## config.mk

```make
export PLATFORM = sky130hd
export DESIGN_NAME = rst_sequencer
export DESIGN_NICKNAME = d
export VERILOG_FILES = /design/src/rtl/rst_seq_pkg.sv /design/src/rtl/rst_seq_timer.sv /design/src/rtl/rst_sequencer.sv
export SDC_FILE = /design/constraint.sdc
export NUM_CORES = 1
export LEC_CHECK = 0
export ABC_AREA = 0
export BUFFER_PORTS_ARGS = -buffer_cell sky130_fd_sc_hd__buf_2
export CAP_MARGIN = 40
export CORE_UTILIZATION = 40
export CTS_CLUSTER_DIAMETER = 60
export DETAILED_ROUTE_END_ITERATION = 7
export PLACE_DENSITY_LB_ADDON = 0.05
export SYNTH_ARGS = -nofsm -noshare
export SYNTH_HDL_FRONTEND = slang
export SYNTH_SLANG_ARGS = --single-unit
```

## constraint.sdc

```tcl
create_clock -name CLK -period 2.7 [get_ports CLK]
set_input_delay 0.54 -clock CLK [delete_from_list [all_inputs] [get_ports CLK]]
set_output_delay 0.54 -clock CLK [all_outputs]
set_load 0.005 [all_outputs]
```

## src/rtl/rst_seq_pkg.sv

```systemverilog
// Shared types and elaboration helpers for the multi-channel reset sequencer.
// Sizes are derived from the timing parameters so every compare fits its counter.
package rst_seq_pkg;

    typedef enum logic [1:0] {
        StAssert,
        StRelease,
        StRun
    } state_e;

    typedef enum logic {
        PhWait,
        PhGap
    } phase_e;

    // Ceiling log2; clog2(1) == 0.
    function automatic int unsigned clog2(input int unsigned v);
        int unsigned r;
        int unsigned x;
        r = 0;
        x = (v > 0) ? v - 1 : 0;
        while (x > 0) begin
            r++;
            x = x >> 1;
        end
        return r;
    endfunction

    function automatic int unsigned max3(input int unsigned a, input int unsigned b,
                                         input int unsigned c);
        int unsigned m;
        m = (a > b) ? a : b;
        return (m > c) ? m : c;
    endfunction

endpackage

```

## src/rtl/rst_seq_timer.sv

```systemverilog
// Loadable up-counter with clear and an equality match against a compare value.
// One instance is time-shared by the hold, stagger and ready-timeout counts.
module rst_seq_timer #(
    parameter int unsigned CW = 8
) (
    input  logic          clk_i,
    input  logic          rst_i,
    input  logic          clr_i,
    input  logic          load_i,
    input  logic [CW-1:0] load_val_i,
    input  logic          inc_i,
    input  logic [CW-1:0] cmp_i,
    output logic          match_o
);

    logic [CW-1:0] cnt_q, cnt_d;

    always_comb begin
        cnt_d = cnt_q;
        if (clr_i) begin
            cnt_d = '0;
        end else if (load_i) begin
            cnt_d = load_val_i;
        end else if (inc_i) begin
            cnt_d = cnt_q + 1'b1;
        end
    end

    always_ff @(posedge clk_i) begin
        if (rst_i) begin
            cnt_q <= '0;
        end else begin
            cnt_q <= cnt_d;
        end
    end

    assign match_o = (cnt_q == cmp_i);

endmodule

```

## src/rtl/rst_sequencer.sv

```systemverilog
// Multi-channel reset sequencer: holds all active-low resets, then releases them in index
// order with a stagger, optionally waiting on a per-channel READY guarded by a timeout.
module rst_sequencer
    import rst_seq_pkg::*;
#(
    parameter int unsigned    NCH       = 4,
    parameter int unsigned    HOLD      = 15,
    parameter int unsigned    STAGGER   = 3,
    parameter logic [NCH-1:0] WAIT_MASK = 4'b0010,
    parameter int unsigned    TIMEOUT   = 255
) (
    input  logic           CLK,
    input  logic           RST,
    input  logic           sw_rst_req_i,
    input  logic [NCH-1:0] ready_i,
    output logic [NCH-1:0] out_rst_n_o,
    output logic           all_run_o,
    output logic           timeout_err_o
);

    localparam int unsigned CW = clog2(max3(HOLD, STAGGER, TIMEOUT) + 1);
    localparam int unsigned IW = clog2(NCH + 1);

    localparam logic [CW-1:0] HoldCmp = CW'(HOLD);
    localparam logic [CW-1:0] GapCmp  = CW'(STAGGER - 1);
    localparam logic [CW-1:0] WaitCmp = CW'(TIMEOUT - 1);
    localparam logic [IW-1:0] LastIdx = IW'(NCH);

    state_e        state_q, state_d;
    phase_e        phase_q, phase_d;
    logic [IW-1:0] idx_q, idx_d;

    logic          tmr_clr, tmr_inc, tmr_match;
    logic [CW-1:0] tmr_cmp;

    logic          rel_ev, done_ev, tmo_ev;
    logic          mask_next, ready_prev;

    logic [NCH-1:0] out_rst_n_q, out_rst_n_d;
    logic           all_run_q, all_run_d;
    logic           timeout_err_q, timeout_err_d;

    rst_seq_timer #(
        .CW(CW)
    ) u_timer (
        .clk_i     (CLK),
        .rst_i     (RST),
        .clr_i     (tmr_clr),
        .load_i    (1'b0),
        .load_val_i('0),
        .inc_i     (tmr_inc),
        .cmp_i     (tmr_cmp),
        .match_o   (tmr_match)
    );

    // idx_q names the next channel to release; idx_q-1 is the one whose READY may gate it.
    always_comb begin
        mask_next  = 1'b0;
        ready_prev = 1'b0;
        for (int k = 0; k < int'(NCH); k++) begin
            if (idx_q == IW'(k)) begin
                mask_next = WAIT_MASK[k];
            end
            if (idx_q == IW'(k + 1)) begin
                ready_prev = ready_i[k];
            end
        end
    end

    always_ff @(posedge CLK) begin
        if (RST) begin
            state_q <= StAssert;
            phase_q <= PhGap;
            idx_q   <= '0;
        end else begin
            state_q <= state_d;
            phase_q <= phase_d;
            idx_q   <= idx_d;
        end
    end

    always_comb begin
        state_d = state_q;
        phase_d = phase_q;
        idx_d   = idx_q;
        tmr_clr = 1'b0;
        tmr_inc = 1'b0;
        tmr_cmp = HoldCmp;
        rel_ev  = 1'b0;
        done_ev = 1'b0;
        tmo_ev  = 1'b0;

        unique case (state_q)
            StAssert: begin
                if (tmr_match) begin
                    rel_ev  = 1'b1;
                    idx_d   = IW'(1);
                    state_d = StRelease;
                    phase_d = mask_next ? PhWait : PhGap;
                    tmr_clr = 1'b1;
                end else begin
                    tmr_inc = 1'b1;
                end
            end
            StRelease: begin
                if (phase_q == PhWait) begin
                    tmr_cmp = WaitCmp;
                    // A READY seen on the timeout edge itself counts as a clean handshake.
                    if (ready_prev || tmr_match) begin
                        tmo_ev  = !ready_prev;
                        phase_d = PhGap;
                        tmr_clr = 1'b1;
                    end else begin
                        tmr_inc = 1'b1;
                    end
                end else begin
                    tmr_cmp = GapCmp;
                    if (tmr_match) begin
                        tmr_clr = 1'b1;
                        if (idx_q == LastIdx) begin
                            done_ev = 1'b1;
                            state_d = StRun;
                        end else begin
                            rel_ev  = 1'b1;
                            idx_d   = idx_q + 1'b1;
                            phase_d = mask_next ? PhWait : PhGap;
                        end
                    end else begin
                        tmr_inc = 1'b1;
                    end
                end
            end
            StRun: begin
            end
            default: begin
                state_d = StAssert;
                tmr_clr = 1'b1;
            end
        endcase

        // A software request restarts the hold and keeps it at zero while held.
        if (sw_rst_req_i) begin
            state_d = StAssert;
            phase_d = PhGap;
            idx_d   = '0;
            tmr_clr = 1'b1;
            tmr_inc = 1'b0;
            rel_ev  = 1'b0;
            done_ev = 1'b0;
            tmo_ev  = 1'b0;
        end
    end

    always_comb begin
        out_rst_n_d   = out_rst_n_q;
        all_run_d     = all_run_q;
        timeout_err_d = timeout_err_q;
        if (sw_rst_req_i) begin
            out_rst_n_d = '0;
            all_run_d   = 1'b0;
        end else begin
            if (rel_ev) begin
                out_rst_n_d = (out_rst_n_q << 1) | NCH'(1);
            end
            if (done_ev) begin
                all_run_d = 1'b1;
            end
            if (tmo_ev) begin
                timeout_err_d = 1'b1;
            end
        end
    end

    always_ff @(posedge CLK) begin
        if (RST) begin
            out_rst_n_q   <= '0;
            all_run_q     <= 1'b0;
            timeout_err_q <= 1'b0;
        end else begin
            out_rst_n_q   <= out_rst_n_d;
            all_run_q     <= all_run_d;
            timeout_err_q <= timeout_err_d;
        end
    end

    assign out_rst_n_o   = out_rst_n_q;
    assign all_run_o     = all_run_q;
    assign timeout_err_o = timeout_err_q;

endmodule

```

==> results of run 1 <==
registers in the layout, indices dropped and copies added (netlist names):
register	count
idx_q	3
u_timer.cnt_q	8
state_q	2
out_rst_n_o	4
all_run_o	1
timeout_err_o	1
phase_q	1
worst min-delay path by stage:
stage | depth (start not counted) | start | to
6_report | 2 | RST | timeout_err_o$_SDFFE_PP0P_
5_1_grt | 2 | RST | timeout_err_o$_SDFFE_PP0P_
4_1_cts | 2 | RST | timeout_err_o$_SDFFE_PP0P_
3_5_place_dp | 2 | timeout_err_o$_SDFFE_PP0P_ | timeout_err_o$_SDFFE_PP0P_
3_3_place_gp | 2 | timeout_err_o$_SDFFE_PP0P_ | timeout_err_o$_SDFFE_PP0P_
2_1_floorplan | 2 | timeout_err_o$_SDFFE_PP0P_ | timeout_err_o$_SDFFE_PP0P_
logic make-up (layout without fill, tap and decap cells):
kind of cell               count (synthesis)  in the layout  share of synthesized area (%)
and+or+nand+nor                           58             58                           29.1
DFF                                       20             20                           32.6
adders and majority gates                  6              6                           6.11
AOI/OAI and AO/OA                         33             33                           20.6
xor gates and xnor gates                   2              2                           1.43
muxes                                      6              6                           4.89
buffers and inverters                     13             31                           5.29
metrics by stage:
stage | hold slack (ns) | area (um^2) | utilization [%] | power [mW] | cells
floorplan | 0.436 | 1230 | - | 0.314 | 138
global placement | 0.426 | 1350 | 47.7 | 0.325 | 183
detailed placement | 0.434 | 1350 | 47.7 | 0.325 | 183
CTS | 0.389 | 1390 | 49.0 | 0.504 | 187
global route | 0.385 | 1390 | 49.0 | 0.516 | 187
finish | 0.398 | 1390 | 49.0 | 0.496 | 187
report_power, final:
group / leakage [nW] / switching [mW] / internal (mW)
sequential: 0.161 / 0.00129 / 0.296
clock: 0.0210 / 0.0950 / 0.0823
combinational: 0.316 / 0.0128 / 0.00900
total: 0.498 / 0.109 / 0.387
synthesized netlist by cell type, types with 2 or more instances:
| master | instances | area [um^2] |
|---|---|---|
| nand2_1 | 13 | 48.8 |
| inv_1 | 7 | 26.3 |
| o41ai_1 | 2 | 17.5 |
| ha_1 | 6 | 75.1 |
| a211oi_1 | 7 | 52.6 |
| nor4b_1 | 2 | 17.5 |
| o32ai_1 | 2 | 17.5 |
| nor2_1 | 6 | 22.5 |
| nor4_1 | 2 | 12.5 |
| a21oi_1 | 6 | 30.0 |
| and2_1 | 2 | 12.5 |
| o21a_1 | 2 | 15.0 |
| buf_4 | 2 | 15.0 |
| or4_1 | 5 | 37.5 |
| and4_1 | 2 | 17.5 |
| mux2i_1 | 6 | 60.1 |
| o31ai_1 | 5 | 37.5 |
| and3_1 | 3 | 18.8 |
| nand4_1 | 8 | 50.1 |
| dfxtp_1 | 20 | 400 |
worst max-delay path: cells and delay by family (launching register included):
family | cells | cell delay, ns
flip-flops | 1 | 0.36
adder cells (fa/ha/maj) | 2 | 0.42
AND/OR/NAND/NOR | 2 | 0.88
AO/OA/AOI/OAI | 3 | 0.73
placed cells by master (no fill, tap or decap), types with 3 or more instances in the layout:
cell type and instances:
a211oi_1 7, a21oi_1 6, and3_1 3, buf_2 12, buf_4 8, clkbuf_4 3, dfxtp_1 20, ha_1 6
inv_1 7, mux2i_1 6, nand2_1 13, nand4_1 8, nor2_1 6, o31ai_1 5, or4_1 5
final cells by class:
class | count | area [um^2] | share of cell area (%)
timing repair buffer | 20 | 120 | 8.67
clock buffer | 4 | 36.3 | 2.62
sequential | 20 | 400 | 28.9
inverter | 7 | 26.3 | 1.90
multi-input combinational | 105 | 763 | 55.1
tap | 31 | 38.8 | 2.80
routing by layer:
metal	wire length [um]	global-route usage (%)
met5	0	0
met2	1090	24.1
met4	30	6.27
met3	91	2.95
met1	1520	27.1
==> impl_metrics.json, run 1 <==
{
  "root_buffer": "clkbuf_4",
  "crit_path_max_fanout": 12,
  "ys_warn_count": 0,
  "slowest_delay_ns": 0.51,
  "routedWlPerCell_um": 14.6,
  "fmaxAchievable_ghz": 0.405,
  "dieArea_um2": 3300,
  "synth_cell_types": 50,
  "post_cts_resized": 0,
  "violations": "design-rule violations",
  "cts_inserted_buffers": 3,
  "htreeDepth": 1,
  "setup.worst_path.end": "u_timer.cnt_q[3]$_SDFFE_PP0P_",
  "synth_edf_count": 0,
  "cap_violations": 0,
  "worst_r2r_path_depth": 7,
  "startpoint": "idx_q[0]$_SDFFE_PP0P_",
  "drtAntennaViolNets": 0,
  "post-cts-setup-buffers": 0,
  "fin_crit_sh_pct": 91.4,
  "hold_viol": 0,
  "antenna_cells": 0,
  "path_cells": "ha_1 > ha_1 > a22o_1 > o221a_1 > or2_1 > or4_1 > a211oi_1",
  "hold_buffers": 0,
  "fillCellCount": 288,
  "maxSlewHeadroom_pct": 65.2,
  "cp_common_cell": "ha_1",
  "critPathRequiredTime_ns": 2.93,
  "cts.sinks": 20,
  "place_hpwl_mm": 2.02,
  "die_y_um": 57.4,
  "final.setup.worst_slack_ns": 0.233,
  "cts_buffer_depth": 2,
  "clk_latency_ns": 0.31,
  "r2r_end": "u_timer.cnt_q[3]$_SDFFE_PP0P_",
  "r2r_slack_ns": 0.23,
  "area_growth_syn_to_layout_pct": 12.7,
  "row_count": 19,
  "antenna_found_initial": 0,
  "end_kind": "flip-flop",
  "drt_iter0_drc": 54,
  "r2r_start": "idx_q[0]$_SDFFE_PP0P_",
  "critPathArrivalTime_ns": 2.70,
  "start_util_pct": 43.4,
  "setup_viol": 0,
  "hold_class": "in -> reg",
  "overflow": 0,
  "synth_cells": 138,
  "vdd_ir_drop_max_v": 0.000236,
  "io_buffers": 12,
  "rsz0062_at_grt": "false",
  "worst_path_max_delay_cell": "or4_1",
  "tritoncts": "built",
  "syn_area_per_cell_um2": 8.90,
  "vias": 1110,
  "ios": 13,
  "tns_ns": 0,
  "drt-total-wl_mm": 2.74,
  "synth-seq-cells": 20,
  "p_leak_nw": 0.498,
  "crit_type": "reg -> reg",
  "tightest_slew_ns": 0.521,
  "viasPerCell": 5.94,
  "grt_pass1_wl_mm": 4.50,
  "grt_pass1_vias": 979,
  "path_clk_slew_ns": 0.12,
  "synth_flop_cell": "dfxtp_1",
  "syn_nets": 151,
  "post_route_cells_drive_above_1_share_pct": 19.2,
  "grtUsageTotal_pct": 17.5,
  "skew_ns": 0.00920,
  "pre_cts_ws_ns": 0.270,
  "final_max_slew_viol_count": 0,
  "layout_min_cycle_time_ns": 2.47,
  "firstDrtPassIters": 6,
  "die_width_um": 57.4,
  "netlist_area_um2": 1230,
  "async_flop_share_pct": 0,
  "gp_routability_congestion": 0.751,
  "run_status": "finished with violations",
  "yosysSeqAreaShare_pct": 32.6,
  "coreArea_um2": 2830,
  "start_kind": "flip-flop",
  "fin_nets": 170,
  "drc": 2,
  "power.density_nw_per_um2": 358,
  "grt_max_degree": 13
}
No activity file was read; power rests on OpenSTA's default activity.
==> inputs of run 2 (changes only) <==
HOLD_SLACK_MARGIN = 0.03   (was not set)
RECOVER_POWER = 25   (was not set)
==> impl_metrics.json, run 2 (same netlist as run 1, synthesis figures left out) <==
{
  "run_status": "finished with violations",
  "violations": "design-rule violations",
  "gp_routability_congestion": 0.751,
  "fin_nets": 170,
  "critPathRequiredTime_ns": 2.93,
  "antenna_found_initial": 0,
  "r2r_slack_ns": 0.23,
  "grtUsageTotal_pct": 17.5,
  "critPathArrivalTime_ns": 2.70,
  "grt_pass1_vias": 979,
  "row_count": 19,
  "clockPowerShare_pct": 35.7,
  "r2r_end": "u_timer.cnt_q[3]$_SDFFE_PP0P_",
  "root_buffer": "clkbuf_4",
  "final_cell_mix": "dfxtp_1 (20), nand2_1 (13), buf_2 (10)",
  "die_y_um": 57.4,
  "cap_violations": 0,
  "numPlacedInstances": 183,
  "p_leak_nw": 0.490,
  "crit_type": "reg -> reg",
  "io_buffers": 12,
  "tritoncts": "built",
  "dieArea_um2": 3300,
  "cts.sinks": 20,
  "internal-power_mw": 0.387,
  "skew_ns": 0.00936,
  "path_clk_slew_ns": 0.12,
  "tightest_slew_ns": 0.521,
  "final_max_slew_viol_count": 0,
  "final_common_cell": "dfxtp_1",
  "firstDrtPassIters": 6,
  "overflow": 0,
  "crit_path_max_fanout": 12,
  "hold_buffers": 0,
  "start_util_pct": 43.4,
  "startpoint": "idx_q[0]$_SDFFE_PP0P_",
  "final_cell_area_um2": 1380,
  "end_kind": "flip-flop",
  "vdd_ir_drop_max_v": 0.000236,
  "largest-register": "u_timer.cnt_q",
  "cts_buffer_depth": 2,
  "power.density_nw_per_um2": 359,
  "coreArea_um2": 2830,
  "drtAntennaViolNets": 0,
  "post_cts_resized": 0,
  "final_cells": 187,
  "netSwitchingFraction_pct": 22.0,
  "grt_pass1_wl_mm": 4.50,
  "ios": 13,
  "fin_crit_sh_pct": 91.4,
  "viasPerCell": 5.95,
  "cts_inserted_buffers": 3,
  "regArea_um2": 400,
  "clk_latency_ns": 0.31,
  "fmaxAchievable_ghz": 0.405,
  "routedWlPerCell_um": 14.6,
  "antenna_cells": 0,
  "pwr-share-comb_pct": 4.4,
  "switchingPower_mw": 0.109,
  "largest_reg_flops": 8,
  "finalPower_mw": 0.496,
  "drt-total-wl_mm": 2.73,
  "setup_viol": 0,
  "post-cts-setup-buffers": 0,
  "rsz0062_at_grt": "false",
  "die_width_um": 57.4,
  "tns_ns": 0,
  "dpl_cell_area_um2": 1350,
  "vias": 1112,
  "maxSlewHeadroom_pct": 65.2,
  "drt_iter0_drc": 54,
  "multi_input_area_um2": 763,
  "fillCellCount": 290,
  "worst_r2r_path_depth": 7,
  "htreeDepth": 1,
  "seqPwrFrac_pct": 59.9,
  "r2r_start": "idx_q[0]$_SDFFE_PP0P_",
  "post_route_cells_drive_above_1_share_pct": 17.9,
  "setup.worst_path.end": "u_timer.cnt_q[3]$_SDFFE_PP0P_",
  "grt_max_degree": 13,
  "place_hpwl_mm": 2.02,
  "hold_class": "in -> reg",
  "layout_min_cycle_time_ns": 2.47,
  "hold_viol": 0,
  "area_growth_syn_to_layout_pct": 12.5,
  "fin_util_pct": 48.9,
  "start_kind": "flip-flop",
  "drc": 2
}
## run 2: cell types whose count changed in the layout (fill, tap and decap cells not counted)
| cell | delta |
|---|---|
| buf_2 | -2 |
| clkbuf_1 | +2 |
## run 2: power by group through the flow
stage	clock network [mW]	registers, mW	logic, mW
detailed placement	0	0.304	0.0216
CTS	0.185	0.297	0.0217
global route	0.194	0.298	0.0237
global placement	0	0.304	0.0213
floorplan	0	0.303	0.0105
finish	0.177	0.297	0.0218
## run 2: layout make-up
| cell class | count | area share (%) |
|---|---|---|
| clock buffers | 4 | 2.62 |
| inverters | 7 | 1.90 |
| multi-input cells | 105 | 55.2 |
| flip-flops and latches | 20 | 29.0 |
| well taps | 31 | 2.81 |
| repair buffers | 20 | 8.51 |
## run 2: worst max-delay path, stage by stage (launching register included)
cell and delay, ns:
dfxtp_1 0.36, ha_1 0.21, ha_1 0.21, a22o_1 0.25, o221a_1 0.25, or2_1 0.37, or4_1 0.51, a211oi_1 0.23
## run 2: layer usage
layer | wire [um] | GRT usage [%] | part of all wire, %
met5 | 0 | 0 | 0
met2 | 1090 | 24.1 | 40
met4 | 30 | 6.27 | 1.1
met1 | 1520 | 27.1 | 56
met3 | 89 | 2.95 | 3.3
## run 2: per-stage QoR
step | hold slack [ns] | setup slack [ns]
6_report | 0.397 | 0.233
5_1_grt | 0.385 | 0.0745
4_1_cts | 0.389 | 0.237
3_5_place_dp | 0.434 | 0.270
3_3_place_gp | 0.426 | 0.324
2_1_floorplan | 0.436 | 0.393
## run 2: worst min path at each step
stage,start,endpoint,cells after the start
after global placement,timeout_err_o$_SDFFE_PP0P_,timeout_err_o$_SDFFE_PP0P_,2
after global routing,RST,timeout_err_o$_SDFFE_PP0P_,2
after CTS,RST,timeout_err_o$_SDFFE_PP0P_,2
after detailed placement,timeout_err_o$_SDFFE_PP0P_,timeout_err_o$_SDFFE_PP0P_,2
final,RST,timeout_err_o$_SDFFE_PP0P_,2
after floorplan,timeout_err_o$_SDFFE_PP0P_,timeout_err_o$_SDFFE_PP0P_,2
==> inputs of run 3 (changes only) <==
GPL_TIMING_DRIVEN = 0   (was not set)
==> impl_metrics.json, run 3 (same netlist as run 1, synthesis figures left out) <==
{
  "hold_start": "RST",
  "final_cell_area_um2": 1360,
  "drt_iter0_drc": 54,
  "start_kind": "flip-flop",
  "die_y_um": 57.4,
  "post-cts-setup-buffers": 0,
  "hold_end": "timeout_err_o$_SDFFE_PP0P_",
  "cts_buffer_depth": 2,
  "post_cts_resized": 0,
  "fillCellCount": 279,
  "r2r_start": "idx_q[0]$_SDFFE_PP0P_",
  "critPathTopFamily": "simple AND/OR/NAND/NOR gates",
  "gr-max-usage-layer": "met1",
  "path_clk_slew_ns": 0.12,
  "power.density_nw_per_um2": 364,
  "dieArea_um2": 3300,
  "clockPowerShare_pct": 36.2,
  "min_path_cells": 2,
  "whs_ns": 0.398,
  "netSwitchingFraction_pct": 22.3,
  "layout_min_cycle_time_ns": 2.52,
  "hold_class": "in -> reg",
  "maxSlewHeadroom_pct": 54.1,
  "r2r_end": "u_timer.cnt_q[2]$_SDFFE_PP0P_",
  "fin_util_pct": 48.2,
  "run_status": "finished with violations",
  "tns_ns": 0,
  "fin_crit_sh_pct": 93.2,
  "place_hpwl_mm": 2.12,
  "clk_latency_ns": 0.31,
  "cp_common_cell": "ha_1",
  "hold_viol": 0,
  "drtAntennaViolNets": 0,
  "critPathArrivalTime_ns": 2.75,
  "firstDrtPassIters": 6,
  "io_buffers": 12,
  "die_width_um": 57.4,
  "final_cell_mix": "dfxtp_1 (20), nand2_1 (13), buf_2 (12)",
  "worst_path_max_delay_cell": "or4_1",
  "slowest_delay_ns": 0.47,
  "path_cells": "ha_1 > ha_1 > a22o_1 > o221a_1 > or2_1 > buf_6 > or4_1 > a211oi_1",
  "htreeDepth": 1,
  "cts.sinks": 20,
  "seqPwrFrac_pct": 59.9,
  "critPathRequiredTime_ns": 2.93,
  "root_buffer": "clkbuf_4",
  "rsz0062_at_grt": "false",
  "dpl_cell_area_um2": 1330,
  "pwr-share-comb_pct": 4.0,
  "antenna_cells": 0,
  "area_growth_syn_to_layout_pct": 10.9,
  "gr-usage-met2_pct": 26.7,
  "tritoncts": "built",
  "vdd_ir_drop_max_v": 0.000254,
  "end_kind": "flip-flop",
  "largest_reg_flops": 8,
  "ios": 13,
  "grtUsageTotal_pct": 18.6,
  "skew_ns": 0.00346,
  "drc": 2,
  "coreArea_um2": 2830,
  "routedWlPerCell_um": 15.1,
  "hold_buffers": 0,
  "grt_pass1_wl_mm": 4.84,
  "grt_pass1_vias": 1016,
  "post_route_cells_drive_above_1_share_pct": 16.2,
  "tightest_slew_ns": 0.679,
  "antenna_found_initial": 0,
  "drt-total-wl_mm": 2.79,
  "fmaxAchievable_ghz": 0.397,
  "row_count": 19,
  "fin_nets": 168,
  "overflow": 0,
  "start_util_pct": 43.4,
  "crit_type": "reg -> reg",
  "largest-register": "u_timer.cnt_q",
  "finalPower_mw": 0.497,
  "viasPerCell": 6.08,
  "final_max_slew_viol_count": 0,
  "grt_max_degree": 12,
  "cts_inserted_buffers": 3,
  "met3_usage_pct": 3.63,
  "gp_routability_congestion": 0.786,
  "final_common_cell": "dfxtp_1",
  "final_cells": 185,
  "crit_path_max_fanout": 10,
  "final.setup.worst_slack_ns": 0.183,
  "gr-usage-met1_pct": 28.0,
  "r2r_slack_ns": 0.18,
  "vias": 1124,
  "violations": "design-rule violations",
  "cap_violations": 0,
  "internal-power_mw": 0.386,
  "switchingPower_mw": 0.111,
  "pre_cts_ws_ns": 0.203,
  "setup_viol": 0,
  "p_leak_nw": 0.475,
  "numPlacedInstances": 181,
  "crit_buf_inv": 1,
  "worst_r2r_path_depth": 8
}
-- run 3: cell types whose count changed in the layout (fill, tap and decap cells not counted), sizes merged --
cell | before | now
buf | 18 | 16
-- run 3: area by class of cell --
| class | count | area (um^2) | share of cell area, % |
|---|---|---|---|
| multi-input cells | 105 | 763 | 56.0 |
| flip-flops and latches | 20 | 400 | 29.4 |
| repair buffers | 12 | 58.8 | 4.32 |
| plain buffers | 6 | 38.8 | 2.85 |
| well taps | 31 | 38.8 | 2.85 |
| clock buffers | 4 | 36.3 | 2.66 |
| inverters | 7 | 26.3 | 1.93 |
-- run 3: routing by layer --
metal  share of wire (%)  vias to the layer above
met5                   0                        -
met4                 1.0                        0
met3                 5.0                        3
met2                  42                       30
met1                  51                      524
li1                    -                      567
-- run 3: worst max-delay path by stage --
stage	to	slack, ns	from	cells past startpoint
after detailed placement	u_timer.cnt_q[6]$_SDFFE_PP0P_	0.20	idx_q[0]$_SDFFE_PP0P_	8
after CTS	u_timer.cnt_q[2]$_SDFFE_PP0P_	0.17	idx_q[0]$_SDFFE_PP0P_	8
after global placement	u_timer.cnt_q[2]$_SDFFE_PP0P_	0.24	idx_q[0]$_SDFFE_PP0P_	8
after floorplan	u_timer.cnt_q[2]$_SDFFE_PP0P_	0.39	idx_q[0]$_SDFFE_PP0P_	8
after global routing	u_timer.cnt_q[6]$_SDFFE_PP0P_	0.02	idx_q[2]$_SDFFE_PP0P_	8
final	u_timer.cnt_q[2]$_SDFFE_PP0P_	0.18	idx_q[0]$_SDFFE_PP0P_	8
-- run 3: power by group through the flow --
| stage | clock (mW) | sequential, mW | combinational, mW |
|---|---|---|---|
| final | 0.180 | 0.297 | 0.0198 |
| after global routing | 0.197 | 0.298 | 0.0218 |
| after CTS | 0.184 | 0.297 | 0.0197 |
| after detailed placement | 0 | 0.304 | 0.0196 |
| after global placement | 0 | 0.304 | 0.0189 |
| after floorplan | 0 | 0.303 | 0.0105 |
